--- config.mk ---
export PLATFORM = sky130hd
export DESIGN_NAME = imem_loader_flat
export DESIGN_NICKNAME = d
export VERILOG_FILES = /design/src/rtl/imem_loader_if.sv /design/src/rtl/imem_loader.sv /design/src/flat_wrapper.sv
export SDC_FILE = /design/constraint.sdc
export NUM_CORES = 1
export LEC_CHECK = 0
export ABC_AREA = 1
export BUFFER_PORTS_ARGS = -buffer_cell sky130_fd_sc_hd__buf_2
export CAP_MARGIN = 20
export CORE_UTILIZATION = 50
export CTS_CLUSTER_SIZE = 25
export DETAILED_ROUTE_END_ITERATION = 8
export PLACE_DENSITY = 0.71
export SETUP_SLACK_MARGIN = 0.4
export SYNTH_ARGS = -nofsm -noshare
export SYNTH_HDL_FRONTEND = slang
export SYNTH_SLANG_ARGS = --single-unit
--- constraint.sdc ---
create_clock -name clock -period 8.2 [get_ports clock]
set_input_delay 0.82 -clock clock [delete_from_list [all_inputs] [get_ports clock]]
set_output_delay 0.82 -clock clock [all_outputs]
set_load 0.05 [all_outputs]
--- src/rtl/imem_loader_if.sv ---
// Byte-stream handshake between a byte source and the imem loader.
//   byte_in    : stream data, driven by the source
//   byte_valid : byte_in holds a byte this cycle, driven by the source
//   byte_ready : the loader takes a byte this cycle, driven by the loader
// A byte transfers on the rising edge where byte_valid && byte_ready.
// The master modport is the byte source and the slave modport is the loader.
interface imem_loader_if;
    logic [7:0] byte_in;
    logic       byte_valid;
    logic       byte_ready;

    modport master (
        output byte_in,
        output byte_valid,
        input  byte_ready
    );

    modport slave (
        input  byte_in,
        input  byte_valid,
        output byte_ready
    );
endinterface

--- src/rtl/imem_loader.sv ---
// imem_loader: writer side of the instruction memory.
// It takes a byte stream that starts with a 16-bit big-endian word count. Each word that
// follows is 4 bytes, sent MSB first. The loader assembles each word and writes it to
// consecutive imem word addresses, starting at 0. The core is held in reset (cpu_hold)
// for the whole load.
// Ports:
//   clock, reset  : rising-edge clock and asynchronous active-high reset
//   load_start    : 1-cycle pulse that starts a load when the loader is idle
//   stream        : byte stream handshake (slave side)
//   imem_we       : imem write strobe, high for 1 cycle per word
//   imem_addr     : imem word address for the write
//   imem_wdata    : imem write data for the write
//   cpu_hold      : high while a load is in progress
//   load_done     : 1-cycle pulse when a load completes
//   load_error    : sticky error flag; the header count exceeded the imem depth
//   words_loaded  : number of words written in the current or last load
module imem_loader #(
    parameter int ADDR_WIDTH = 8
) (
    input  logic                  clock,
    input  logic                  reset,
    input  logic                  load_start,
    imem_loader_if.slave          stream,
    output logic                  imem_we,
    output logic [ADDR_WIDTH-1:0] imem_addr,
    output logic [31:0]           imem_wdata,
    output logic                  cpu_hold,
    output logic                  load_done,
    output logic                  load_error,
    output logic [15:0]           words_loaded
);

    localparam logic [31:0] DEPTH = 32'(1) << ADDR_WIDTH;

    typedef enum logic [2:0] {
        IDLE,
        HDR_HI,
        HDR_LO,
        DATA,
        FIN,
        ERR
    } state_t;

    state_t                state_reg, state_next;
    logic [7:0]            count_hi_reg;
    logic [15:0]           count_reg;
    logic [23:0]           shift_reg;
    logic [1:0]            byte_idx_reg;
    logic                  imem_we_reg;
    logic [ADDR_WIDTH-1:0] imem_addr_reg;
    logic [31:0]           imem_wdata_reg;
    logic                  cpu_hold_reg;
    logic                  load_error_reg;
    logic [15:0]           words_loaded_reg;

    logic                  byte_ready_int;
    logic                  byte_take;
    logic [15:0]           hdr_count;
    logic [31:0]           word_assembled;
    logic                  last_word;

    assign byte_take      = stream.byte_valid && byte_ready_int;
    assign hdr_count      = {count_hi_reg, stream.byte_in};
    assign word_assembled = {shift_reg, stream.byte_in};
    // A word completes at least 4 cycles after the previous one. By then words_loaded
    // has already counted the previous write, so it is safe to use it here.
    assign last_word      = ({1'b0, words_loaded_reg} + 17'd1) == {1'b0, count_reg};

    always_comb begin
        state_next     = state_reg;
        byte_ready_int = 1'b0;
        case (state_reg)
            IDLE: begin
                if (load_start) state_next = HDR_HI;
            end
            HDR_HI: begin
                byte_ready_int = 1'b1;
                if (stream.byte_valid) state_next = HDR_LO;
            end
            HDR_LO: begin
                byte_ready_int = 1'b1;
                if (stream.byte_valid) begin
                    if (hdr_count == 16'd0)
                        state_next = FIN;
                    else if ({16'd0, hdr_count} > DEPTH)
                        state_next = ERR;
                    else
                        state_next = DATA;
                end
            end
            DATA: begin
                byte_ready_int = 1'b1;
                if (stream.byte_valid && byte_idx_reg == 2'd3 && last_word)
                    state_next = FIN;
            end
            FIN:     state_next = IDLE;
            ERR:     state_next = IDLE;
            default: state_next = IDLE;
        endcase
    end

    always_ff @(posedge clock or posedge reset) begin
        if (reset) begin
            state_reg        <= IDLE;
            count_hi_reg     <= 8'd0;
            count_reg        <= 16'd0;
            shift_reg        <= 24'd0;
            byte_idx_reg     <= 2'd0;
            imem_we_reg      <= 1'b0;
            imem_addr_reg    <= '0;
            imem_wdata_reg   <= 32'd0;
            cpu_hold_reg     <= 1'b0;
            load_error_reg   <= 1'b0;
            words_loaded_reg <= 16'd0;
        end else begin
            state_reg   <= state_next;
            imem_we_reg <= 1'b0;
            // The count advances on the edge that ends the write cycle.
            if (imem_we_reg)
                words_loaded_reg <= words_loaded_reg + 16'd1;
            case (state_reg)
                IDLE: begin
                    if (load_start) begin
                        cpu_hold_reg     <= 1'b1;
                        load_error_reg   <= 1'b0;
                        words_loaded_reg <= 16'd0;
                        byte_idx_reg     <= 2'd0;
                    end
                end
                HDR_HI: begin
                    if (byte_take) count_hi_reg <= stream.byte_in;
                end
                HDR_LO: begin
                    if (byte_take) begin
                        count_reg    <= hdr_count;
                        byte_idx_reg <= 2'd0;
                    end
                end
                DATA: begin
                    if (byte_take) begin
                        shift_reg    <= {shift_reg[15:0], stream.byte_in};
                        byte_idx_reg <= byte_idx_reg + 2'd1;
                        if (byte_idx_reg == 2'd3) begin
                            imem_we_reg    <= 1'b1;
                            imem_wdata_reg <= word_assembled;
                            imem_addr_reg  <= words_loaded_reg[ADDR_WIDTH-1:0];
                        end
                    end
                end
                FIN: begin
                    cpu_hold_reg <= 1'b0;
                end
                ERR: begin
                    load_error_reg <= 1'b1;
                    cpu_hold_reg   <= 1'b0;
                end
                default: ;
            endcase
        end
    end

    assign stream.byte_ready = byte_ready_int;
    assign imem_we           = imem_we_reg;
    assign imem_addr         = imem_addr_reg;
    assign imem_wdata        = imem_wdata_reg;
    assign cpu_hold          = cpu_hold_reg;
    assign load_done         = (state_reg == FIN);
    assign load_error        = load_error_reg;
    assign words_loaded      = words_loaded_reg;

endmodule

--- src/flat_wrapper.sv ---
// flat-port wrapper written by rule: the top's interface ports become plain ports
module imem_loader_flat 
#(
    parameter int ADDR_WIDTH = 8
)
  (clock, reset, load_start, imem_we, imem_addr, imem_wdata, cpu_hold, load_done, load_error, words_loaded, stream_byte_in, stream_byte_valid, stream_byte_ready);
  imem_loader_if stream_i ();
  input  logic clock;
  input  logic reset;
  input  logic load_start;
  output logic imem_we;
  output logic [ADDR_WIDTH-1:0] imem_addr;
  output logic [31:0] imem_wdata;
  output logic cpu_hold;
  output logic load_done;
  output logic load_error;
  output logic [15:0] words_loaded;
  input wire logic [$bits(stream_i.byte_in)-1:0] stream_byte_in;
  input wire logic [$bits(stream_i.byte_valid)-1:0] stream_byte_valid;
  output wire logic [$bits(stream_i.byte_ready)-1:0] stream_byte_ready;
  assign stream_i.byte_in = stream_byte_in;
  assign stream_i.byte_valid = stream_byte_valid;
  assign stream_byte_ready = stream_i.byte_ready;
  imem_loader #(.ADDR_WIDTH(ADDR_WIDTH)) u_core (.clock(clock), .reset(reset), .load_start(load_start), .stream(stream_i), .imem_we(imem_we), .imem_addr(imem_addr), .imem_wdata(imem_wdata), .cpu_hold(cpu_hold), .load_done(load_done), .load_error(load_error), .words_loaded(words_loaded));
endmodule
==> reports/qor.yml <==
synthFlopType: "dfrtp_1"
fill_cells: 931
antenna_cells: 0
rows: 36
path_clk_slew_ps: 110
ys_ff_latch: 112
startpoint_type: "flip-flop"
crit_fanout: 71
dr_total_vias: 4207
drc: 0
hold_viol_final: 0
cap_violations: 0
syn_area_per_cell_um2: 8.198
ys_warn_count: 0
power_per_cell_area_mw_per_mm2: 263.5
synth_cells: 623
cts_setup_buffers: 0
finalWorstSetupSlack_ps: 5468
largest_register_ffs: 32
relSlewSlack: 0.3582
coreArea_mm2: 0.009819
place.gp.congestion: 0.8448
tightestPinTransition_ps: 961.3
syn_area_mm2: 0.005107
dp_cells: 810
cts-root-buf: "clkbuf_8"
initial_core_util: 0.5201
finalClockSkew_ps: 16.15
r2r-start: "u_core.state_reg[1]"
die_h_um: 103.1
dpl_worst_slack_ps: 5314
end_kind: "flip-flop"
async_flop_share: 1.000
die_w_um: 103.1
grt_use_total: 0.2357
syn_nets: 637
grt_pass1_vias: 3902
cp.required_ps: 8480
final_nets: 702
firstDrtPassIters: 4
dpl.hpwl_um: 8040
status: "finished clean"
grt_pass1_wl_um: 18770
hp-class: "primary input to asynchronous set/reset pin"
critPathMaxStageDelay_ps: 650
clk_latency_ps: 390
cp.arrival_ps: 3010
numClockSinks: 112
area_growth_pct: 12.93
hold_buffers: 0
port_buffers: 72
cts_buffers: 9
ant_nets: 0
grt_max_degree: 75
r2r_cells: 8
fmax_ghz: 0.3660
htreeDepth: 3
crit_type: "flip-flop to flip-flop"
rsz0062_at_grt: "false"
crit_chain: "inv_1 -> nor2_1 -> inv_1 -> nor2_1 -> inv_1 -> nor2_1 -> inv_2 -> o21ai_0"
die_area_mm2: 0.01062
ff2ff_setup_slack_ps: 5470
r2r-end: "u_core.imem_wdata[13]"
ys_seq_area_frac: 0.5488
synth_top_area_frac: 0.5488
synth_edf_count: 0
crit_family: "simple AND/OR/NAND/NOR gates"
clockBufferDepth: 2
drt_iter0_drc: 244
wl_um: 11430
crit_buf_inv: 4
min_period_ps: 2732
final_cell_mix: "191 x nand2_1, 112 x dfrtp_1, 83 x o21ai_0"
setup_viol_count_final: 0
antenna_found_initial: 0
final_cells: 825
post-route-period-util: 0.3332
via_per_inst: 5.099
ctsResizeCount: 0
wl_per_cell_um: 13.85
tritoncts: "done"
drive_above_1_share: 0.1517
grt_overflow: 0
synth_area_leaders: "dfrtp_1 55%, nand2_1 14%, o21ai_0 8.1%"
fin_tns_setup_ps: 0
drv_slew: 0
yosys.area.top_type: "dfrtp_1"
p_leak_nw: 3.109
ios: 73
final_common_cell: "nand2_1"
holdWs_ps: 457.9
cp_slowest_cell: "nor2_1"
ys_types: 32
ir_worst_vdd_v: 0.0001264
==> per-stage QoR <==
step	power, mW	util	cell area [um2]
after global placement	1.181	0.5679	5577
after CTS	1.534	0.5874	5768
after detailed placement	1.198	0.5679	5577
after floorplan	1.087	-	5107
after global routing	1.626	0.5874	5768
final	1.520	0.5874	5768
==> report_power, final <==
group          internal [mW]  total [mW]  switching (mW)
clock network          0.144       0.333           0.189
logic                  0.136       0.415           0.279
registers              0.682       0.772          0.0907
==> worst reg2reg max path, delay by kind of cell, from the launching register on <==
family / cells / cell delay [ps]
DFF: 1 / 440
AOI/OAI and AO/OA: 1 / 380
buffers and inverters: 4 / 870
and+or+nand+nor: 3 / 940
==> cell families after synthesis <==
kind of cell    share of synthesized area
simple gates                       0.2401
flops                              0.5488
compound gates                     0.1173
buf+inv                           0.07423
xor+xnor                          0.01249
fa+ha+maj                        0.004899
mux                              0.002205
==> worst max path at each step <==
stage / startpoint / slack, ps / depth (start not counted) / endpoint
final: u_core.state_reg[1] / 5470 / 8 / u_core.imem_wdata[13]
after global routing: u_core.state_reg[1] / 5160 / 8 / u_core.imem_addr[7]
after CTS: u_core.state_reg[1] / 5460 / 8 / u_core.imem_wdata[9]
after detailed placement: stream_byte_valid / 5310 / 5 / u_core.imem_wdata[9]
after global placement: stream_byte_valid / 5510 / 6 / u_core.imem_wdata[0]
after floorplan: reset / 4420 / 1 / u_core.byte_idx_reg[0]
==> per-layer routing <==
metal	up-vias	share of wire	global-route usage	wire [um]
met5	-	0	0	0
met4	0	0.014	0.08667	157
met3	12	0.041	0.03593	474
met2	92	0.47	0.3733	5373
met1	1990	0.47	0.3309	5423
li1	2113	-	-	-
==> cells in the mapped netlist, types with 2 or more instances <==
master / number
a21oi_1: 10
clkbuf_1: 20
dfrtp_1: 112
ha_1: 2
inv_1: 79
nand2_1: 191
nand2_2: 2
nand3_1: 38
nand4_1: 10
nor2_1: 38
nor2_2: 5
nor2_4: 3
o211ai_1: 9
o21ai_0: 83
o21ai_1: 4
==> final cells by class <==
type                    instances  area, um2  share of cell area
inverters                      81      306.5             0.05315
multi-input cells             410       1926              0.3338
clock buffers                  10      127.6             0.02213
clock inverters                 5      63.81             0.01106
flip-flops and latches        112       2803              0.4859
repair buffers                 74      375.4             0.06508
well taps                     133      166.4             0.02885
Note: power is estimated with default switching activity, not from simulation.
